[src/rtl/regbank_arbiter_if.sv]
// Instruction-port bundle between the two requesters, the arbiter and the bank.
interface regbank_arbiter_if #(
   parameter int INST_WIDTH = 12
);
   logic                  req0;
   logic [INST_WIDTH-1:0] inst0;
   logic                  ack0;
   logic                  req1;
   logic [INST_WIDTH-1:0] inst1;
   logic                  ack1;
   logic [INST_WIDTH-1:0] inst;
   logic                  inst_en;
   logic                  grant;
   logic                  error;

   modport master (
      output req0, inst0, req1, inst1,
      input  ack0, ack1, inst, inst_en, grant, error
   );

   modport slave (
      input  req0, inst0, req1, inst1,
      output ack0, ack1, inst, inst_en, grant, error
   );
endinterface

[src/rtl/regbank_arbiter.sv]
// Round-robin, burst-bounded arbiter sharing one register-bank instruction port;
// illegal opcodes are swallowed and park the block in a sticky error state.
module regbank_arbiter #(
   parameter int INST_WIDTH = 12,
   parameter int MAX_BURST  = 4,
   parameter int CODE_MAX   = 3
) (
   input  logic clock,
   input  logic reset,
   regbank_arbiter_if.slave bus
);
   localparam logic [1:0] S_RESET = 2'd0;
   localparam logic [1:0] S_READY = 2'd1;
   localparam logic [1:0] S_ERROR = 2'd2;

   localparam logic [3:0] BURST_LIM = 4'(MAX_BURST);
   localparam logic [3:0] CODE_LIM  = 4'(CODE_MAX);

   logic [1:0]            state_q, state_d;
   logic [INST_WIDTH-1:0] inst_q, inst_d;
   logic                  inst_en_q, inst_en_d;
   logic                  grant_q, grant_d;
   logic                  error_q, error_d;
   logic                  prio_q, prio_d;
   logic                  owner_q, owner_d;
   logic [3:0]            cnt_q, cnt_d;

   logic                  sel_any;
   logic                  sel_n;
   logic                  owner_req;
   logic [INST_WIDTH-1:0] sel_inst;
   logic [3:0]            opcode;
   logic                  legal;

   assign owner_req = owner_q ? bus.req1 : bus.req0;

   // Burst continuation beats round-robin until the owner uses up its budget.
   always_comb begin
      sel_any = 1'b0;
      sel_n   = 1'b0;
      if (state_q == S_READY) begin
         if (owner_req && (cnt_q < BURST_LIM)) begin
            sel_any = 1'b1;
            sel_n   = owner_q;
         end else if (bus.req0 ^ bus.req1) begin
            sel_any = 1'b1;
            sel_n   = bus.req1;
         end else if (bus.req0 && bus.req1) begin
            sel_any = 1'b1;
            sel_n   = prio_q;
         end
      end
   end

   assign sel_inst = sel_n ? bus.inst1 : bus.inst0;
   assign opcode   = sel_inst[INST_WIDTH-1 -: 4];
   assign legal    = (opcode <= CODE_LIM);

   assign bus.ack0 = reset && sel_any && !sel_n;
   assign bus.ack1 = reset && sel_any && sel_n;

   always_comb begin
      state_d   = state_q;
      inst_d    = '0;
      inst_en_d = 1'b0;
      grant_d   = grant_q;
      error_d   = error_q;
      prio_d    = prio_q;
      owner_d   = owner_q;
      cnt_d     = cnt_q;
      unique case (state_q)
         S_RESET: begin
            state_d = S_READY;
         end
         S_READY: begin
            if (sel_any && legal) begin
               inst_d    = sel_inst;
               inst_en_d = 1'b1;
               grant_d   = sel_n;
               owner_d   = sel_n;
               prio_d    = ~sel_n;
               // An exhausted burst restarts at 1 when re-granted.
               if ((sel_n == owner_q) && inst_en_q
                   && (cnt_q < BURST_LIM))
                  cnt_d = cnt_q + 4'd1;
               else
                  cnt_d = 4'd1;
            end else if (sel_any) begin
               state_d = S_ERROR;
               error_d = 1'b1;
            end else begin
               cnt_d = 4'd0;
            end
         end
         S_ERROR: begin
            error_d = 1'b1;
         end
         default: begin
            state_d = S_ERROR;
            error_d = 1'b1;
         end
      endcase
   end

   always_ff @(posedge clock or negedge reset) begin
      if (!reset) begin
         state_q   <= S_RESET;
         inst_q    <= '0;
         inst_en_q <= 1'b0;
         grant_q   <= 1'b0;
         error_q   <= 1'b0;
         prio_q    <= 1'b0;
         owner_q   <= 1'b0;
         cnt_q     <= 4'd0;
      end else begin
         state_q   <= state_d;
         inst_q    <= inst_d;
         inst_en_q <= inst_en_d;
         grant_q   <= grant_d;
         error_q   <= error_d;
         prio_q    <= prio_d;
         owner_q   <= owner_d;
         cnt_q     <= cnt_d;
      end
   end

   assign bus.inst    = inst_q;
   assign bus.inst_en = inst_en_q;
   assign bus.grant   = grant_q;
   assign bus.error   = error_q;
endmodule

[src/flat_wrapper.sv]
// flat-port wrapper written by rule: the top's interface ports become plain ports
module regbank_arbiter_flat 
#(
   parameter int INST_WIDTH = 12,
   parameter int MAX_BURST  = 4,
   parameter int CODE_MAX   = 3
)
  (clock, reset, bus_req0, bus_inst0, bus_req1, bus_inst1, bus_ack0, bus_ack1, bus_inst, bus_inst_en, bus_grant, bus_error);
  regbank_arbiter_if #(.INST_WIDTH(INST_WIDTH)) bus_i ();
  input  logic clock;
  input  logic reset;
  input wire logic [$bits(bus_i.req0)-1:0] bus_req0;
  input wire logic [$bits(bus_i.inst0)-1:0] bus_inst0;
  input wire logic [$bits(bus_i.req1)-1:0] bus_req1;
  input wire logic [$bits(bus_i.inst1)-1:0] bus_inst1;
  output wire logic [$bits(bus_i.ack0)-1:0] bus_ack0;
  output wire logic [$bits(bus_i.ack1)-1:0] bus_ack1;
  output wire logic [$bits(bus_i.inst)-1:0] bus_inst;
  output wire logic [$bits(bus_i.inst_en)-1:0] bus_inst_en;
  output wire logic [$bits(bus_i.grant)-1:0] bus_grant;
  output wire logic [$bits(bus_i.error)-1:0] bus_error;
  assign bus_i.req0 = bus_req0;
  assign bus_i.inst0 = bus_inst0;
  assign bus_i.req1 = bus_req1;
  assign bus_i.inst1 = bus_inst1;
  assign bus_ack0 = bus_i.ack0;
  assign bus_ack1 = bus_i.ack1;
  assign bus_inst = bus_i.inst;
  assign bus_inst_en = bus_i.inst_en;
  assign bus_grant = bus_i.grant;
  assign bus_error = bus_i.error;
  regbank_arbiter #(.INST_WIDTH(INST_WIDTH), .MAX_BURST(MAX_BURST), .CODE_MAX(CODE_MAX)) u_core (.clock(clock), .reset(reset), .bus(bus_i));
endmodule
[config.mk]
export PLATFORM = sky130hd
export DESIGN_NAME = regbank_arbiter_flat
export DESIGN_NICKNAME = d
export VERILOG_FILES = /design/src/rtl/regbank_arbiter_if.sv /design/src/rtl/regbank_arbiter.sv /design/src/flat_wrapper.sv
export SDC_FILE = /design/constraint.sdc
export NUM_CORES = 1
export LEC_CHECK = 0
export CORE_MARGIN = 5
export CORE_UTILIZATION = 41
export CTS_CLUSTER_SIZE = 16
export DETAILED_ROUTE_END_ITERATION = 7
export PLACE_DENSITY = 0.74
export SYNTH_ARGS = -nofsm -noshare
export SYNTH_HDL_FRONTEND = slang
export SYNTH_SLANG_ARGS = --single-unit
[constraint.sdc]
create_clock -name clock -period 3.5 [get_ports clock]
set_input_delay 0.875 -clock clock [delete_from_list [all_inputs] [get_ports clock]]
set_output_delay 0.875 -clock clock [all_outputs]
set_load 0.03 [all_outputs]
======== Yosys cells after proc, flatten, opt, wreduce, memory -nomap -nowiden ========
Index checks and enable logic that the tools add are counted.
Widths: inputs -> output; s select.
storage, ports and cells
  input port bits ......................... 28
  register bits ........................... 22
  output and inout bits ................... 17
operators by class
  reductions and logical operators ........ 14
  $lt $le $gt $ge ......................... 2
  equality and inequality tests ........... 6
  add/subtract/negate cells ............... 1
  mux-type cells .......................... 23
  bitwise gates (word level) .............. 4
operators by type and width
  kind                 count
  $mux 12              3
  $mux 1               13
  $mux 4               3
  $logic_and 1x1->1    8
  $pmux 2 s3           1
  $reduce_and 3->1     2
  $add 4x1->4 const B  1
  $le 4x2->1 const B   1
  $lt 4x3->1 const B   1
  $mux 2               2
  $ne 2x2->1 const B   2
  $reduce_and 2->1     2
  $not 1->1            3
  $eq 2x1->1 const B   1
  $eq 2x2->1 const B   1
  $logic_not 2->1      1
  $ne 2x1->1 const B   1
  $pmux 1 s2           1
  $eq 1x1->1           1
  $logic_not 1->1      1
  $xor 1x1->1          1

======== Longest topological paths before layout ========
  depth in word-level cells ............... 10
  mapped depth ............................ 9

======== Worst setup path before layout ========
OpenSTA, ideal clock, no wires.
  path kind ............................... input-to-output
  start ................................... input bus_req1
  end ..................................... output bus_ack0
  arrival time ............................ 2.481 ns
  stages .................................. 8
  buffers on the path ..................... 2
  slack ................................... 0.144 ns
  cell sequence ........................... inv_1 > ha_1 > nand3b_1 > o311a_4 > nand2b_1 > buf_6 > buf_2 > nor2b_1
on the way
  longest elaborated chain between the ends .. 7
  elaborated cells on any way between the ends .. 15
RTL lines
  element                                               RTL line               RTL
  start: declaration                                    flat_wrapper.sv:14     input wire logic [$bits(bus_i.req1)-1:0] bus_req1;
  $logic_and 1x1->1                                     regbank_arbiter.sv:48  end else if (bus.req0 && bus.req1) begin
  $mux 1                                                regbank_arbiter.sv:48
  $mux 1                                                regbank_arbiter.sv:45  end else if (bus.req0 ^ bus.req1) begin
  $mux 1                                                regbank_arbiter.sv:42  if (owner_req && (cnt_q < BURST_LIM)) begin
  $mux 1                                                regbank_arbiter.sv:41  if (state_q == S_READY) begin
  $logic_and 1x1->1 or $logic_not 1->1 (tied branches)  regbank_arbiter.sv:59  assign bus.ack0 = reset && sel_any && !sel_n;
  $logic_and 1x1->1 *                                   regbank_arbiter.sv:59
  end: declaration                                      flat_wrapper.sv:16     output wire logic [$bits(bus_i.ack0)-1:0] bus_ack0;
Mark *: on every way between the ends. The rest lies on a longest branch, timed or not.

======== Worst setup path in the final report ========
Ends and elaborated chain as after synthesis.

==> flow_metrics.tcl <==
set metrics [dict create \
    grt_pass1_wl_microns 4370 \
    final.setup.tns_ns 0 \
    layout-drive-gt1-share_pct 15.0 \
    dp_hpwl_microns 2040 \
    clkPwrFrac_pct 37.2 \
    leakagePower_nw 0.802 \
    cp_num_buf_inv 3 \
    die_h_microns 60.8 \
    min_period_ns 3.41 \
    io_pins 45 \
    die_area_sq_mm 0.00370 \
    cts.htree.levels 1 \
    area.growth.synth_to_final_pct 55.1 \
    cts_buffers 3 \
    skew_ns 0.0127 \
    crit_path_max_incr_delay_ns 0.48 \
    cts_buffer_depth 2 \
    via_per_inst 4.98 \
    clock_tree.root_cell "clkbuf_4" \
    routed_wl_microns 2590 \
    via_count 881 \
    syn_inst 92 \
    crit_fanout 5 \
    whs_path_depth 1 \
    synth_area_sq_mm 0.00106 \
    fmax_mhz 293 \
    worst_ep_arrival_time_ns 2.53 \
    num_rows 18 \
    finalSetupViolCount 0 \
    finalCritPeriodShare_pct 97.4 \
    synth_seq_area_share_pct 52.0 \
    rrSetupSlack_ns 1.43 \
    grt_use_total_pct 16.1 \
    r2r-end "u_core.bus.inst[4]" \
    rsz0062_at_grt "no" \
    routedWlPerCell_microns 14.6 \
    initial_utilization_pct 42.7 \
    power_mw 0.523 \
    p_switching_mw 0.107 \
    antenna_found_initial 0 \
    pwr-share-seq_pct 49.5 \
    hold_class "reg -> reg" \
    slowest_stage "clkdlybuf4s50_1" \
    syn_area_per_cell_sq_um 11.5 \
    clkTransAtPathRegs_ns 0.13 \
    worstPathRequired_ns 2.62 \
    grt_overflow 0 \
    hold_buffers 0 \
    synth-seq-cells 22 \
    min_from "u_core.bus.error" \
    relSlewSlack_pct 62.7 \
    cts.sinks 22 \
    power.share.switching_pct 20.5 \
    reg2reg_depth 6 \
    slew_viol_final 0 \
    p_int_mw 0.416 \
    synth_warnings 0 \
    synth_cell_types 33 \
    drc 0 \
    rr_startpoint "u_core.cnt_q[3]" \
    setup.worst_path.class "in -> out" \
    cp-end-kind "output port" \
    drt_first_pass_iters 4 \
    initialDrtViolationCount 18 \
    hold_violations 0 \
    crit_chain "clkdlybuf4s50_1 -> inv_1 -> ha_1 -> nand3b_1 -> o311a_4 -> nand2b_4 -> nor2b_1 -> buf_4" \
    min_to "u_core.bus.error" \
    status "complete, no violations" \
    comb_power_share_pct 13.3 \
    crit_path_start "bus_req1" \
    clk_latency_ns 0.31 \
    grt_max_degree 23 \
    gp_congestion 0.754 \
    cts_tree "built" \
    powerDensity_mw_per_mm2 319 \
    numPortBuffers 44 \
    vdd_drop_max_v 0.000248 \
    fin_nets 179 \
    maxCapViolCount 0 \
    tightest_slew_ns 0.546 \
    fp.coreArea_sq_mm 0.00248 \
    nFillCells 212 \
    path_delay_family "buffers and inverters" \
    ant_nets 0 \
    die-width_microns 60.8 \
    grt_pass1_vias 994 \
    diodes 0 \
    startpoint_type "primary input" \
]
## power by group through the flow
| stage | registers (mW) | clock network [mW] | logic (mW) |
|---|---|---|---|
| floorplan | 0.267 | 0 | 0.0178 |
| global placement | 0.264 | 0 | 0.0655 |
| detailed placement | 0.264 | 0 | 0.0677 |
| CTS | 0.259 | 0.201 | 0.0689 |
| global route | 0.260 | 0.211 | 0.0756 |
| finish | 0.259 | 0.195 | 0.0694 |
## flip-flops by register name, summed over array words and instances (netlist names)
register / flops
u_core.bus.error: 1
u_core.bus.grant: 1
u_core.bus.inst: 12
u_core.bus.inst_en: 1
u_core.cnt_q: 4
u_core.prio_q: 1
u_core.state_q: 2
## cell usage in the layout, fill, tap and decap left out
master	count
inv_2	1
a31oi_4	1
a2111oi_2	1
inv_1	6
conb_1	2
a32o_1	2
nand3b_1	1
o22ai_1	1
or4b_1	1
nor4b_1	1
a21oi_1	1
nor3_1	2
nand2_1	4
a22o_1	1
and2_1	2
buf_4	11
nor2b_1	1
bufinv_16	1
nor3b_2	1
or4_1	1
nor2_1	14
a21o_1	1
mux2i_1	11
or2_1	1
a2111oi_0	1
a31oi_1	1
o21bai_1	1
ha_1	3
dfrtp_1	22
nand2b_4	1
nand2b_1	1
o311a_4	1
o31ai_1	1
clkbuf_4	3
o22ai_2	1
clkdlybuf4s50_1	42
## synth_stat cells
library cell | number | area share (%)
a2111oi_0 | 1 | 0.83
a2111oi_2 | 1 | 1.4
a21o_1 | 1 | 0.71
a21oi_1 | 1 | 0.47
a22o_1 | 1 | 0.83
a31oi_1 | 1 | 0.59
a31oi_4 | 1 | 2.0
a32o_1 | 2 | 1.9
and2_1 | 2 | 1.2
buf_2 | 2 | 0.95
buf_6 | 1 | 1.1
conb_1 | 1 | 0.35
dfrtp_1 | 22 | 52
ha_1 | 3 | 3.5
inv_1 | 6 | 2.1
inv_2 | 1 | 0.35
mux2i_1 | 11 | 10
nand2_1 | 4 | 1.4
nand2b_1 | 2 | 1.2
nand3b_1 | 1 | 0.71
nor2_1 | 14 | 5.0
nor2b_1 | 1 | 0.59
nor3_1 | 2 | 0.95
nor3b_2 | 1 | 1.2
nor4b_1 | 1 | 0.83
o21bai_1 | 1 | 0.71
o22ai_1 | 1 | 0.59
o22ai_2 | 1 | 1.2
o311a_4 | 1 | 2.0
o31ai_1 | 1 | 0.71
or2_1 | 1 | 0.59
or4_1 | 1 | 0.71
or4b_1 | 1 | 0.95
## metrics by stage
stage	setup WS (ns)	cells	utilization, %	area (sq um)	hold slack (ns)
floorplan	0.144	93	-	1060	0.470
global placement	0.0509	172	63.5	1570	0.449
detailed placement	0.0206	172	63.5	1570	0.455
CTS	0.0693	176	66.0	1630	0.492
global route	0.000723	177	66.3	1640	0.501
finish	0.0906	177	66.3	1640	0.487
## layer usage
metal	vias up	global-route usage (%)	part of all wire, %
li1	428	-	-
met1	407	18.6	38
met2	40	25.8	48
met3	6	7.23	12
met4	0	7.12	1.7
met5	-	0	0
## logic make-up (layout without fill, tap and decap cells)
| family | after synthesis | after routing | synth area share, % |
|---|---|---|---|
| AND/OR/NAND/NOR | 31 | 31 | 15.2 |
| other | 1 | 2 | 0.354 |
| multiplexers | 11 | 11 | 10.4 |
| buffers and inverters | 10 | 64 | 4.49 |
| adder cells (fa/ha/maj) | 3 | 3 | 3.55 |
| flip-flops | 22 | 22 | 52.0 |
| AO/OA/AOI/OAI | 14 | 14 | 13.9 |
## timing repair
item / CTS / global route
endpoints found under the hold margin: 0 / 0
endpoints found under the setup margin: 1 / 2
buffers inserted: 0 / 1
gates resized for setup: 1 / 0
## worst max path at each step
stage / to / slack [ns] / cells past startpoint
finish: bus_ack0 / 0.09 / 8
global route: bus_ack1 / 0.0007 / 8
global placement: bus_ack0 / 0.05 / 8
floorplan: bus_ack0 / 0.14 / 8
CTS: bus_ack0 / 0.07 / 8
detailed placement: bus_ack0 / 0.02 / 8
## layout make-up
class / count / area [sq um] / area share [%]
Timing Repair Buffer: 53 / 503 / 30.6
Inverter: 7 / 26.3 / 1.60
Multi-Input combinational cell: 61 / 472 / 28.7
Clock buffer: 3 / 22.5 / 1.37
Tap cell: 30 / 37.5 / 2.29
Sequential cell: 22 / 551 / 33.5
Clock inverter: 1 / 30.0 / 1.83
No activity file was read; power rests on OpenSTA's default activity.
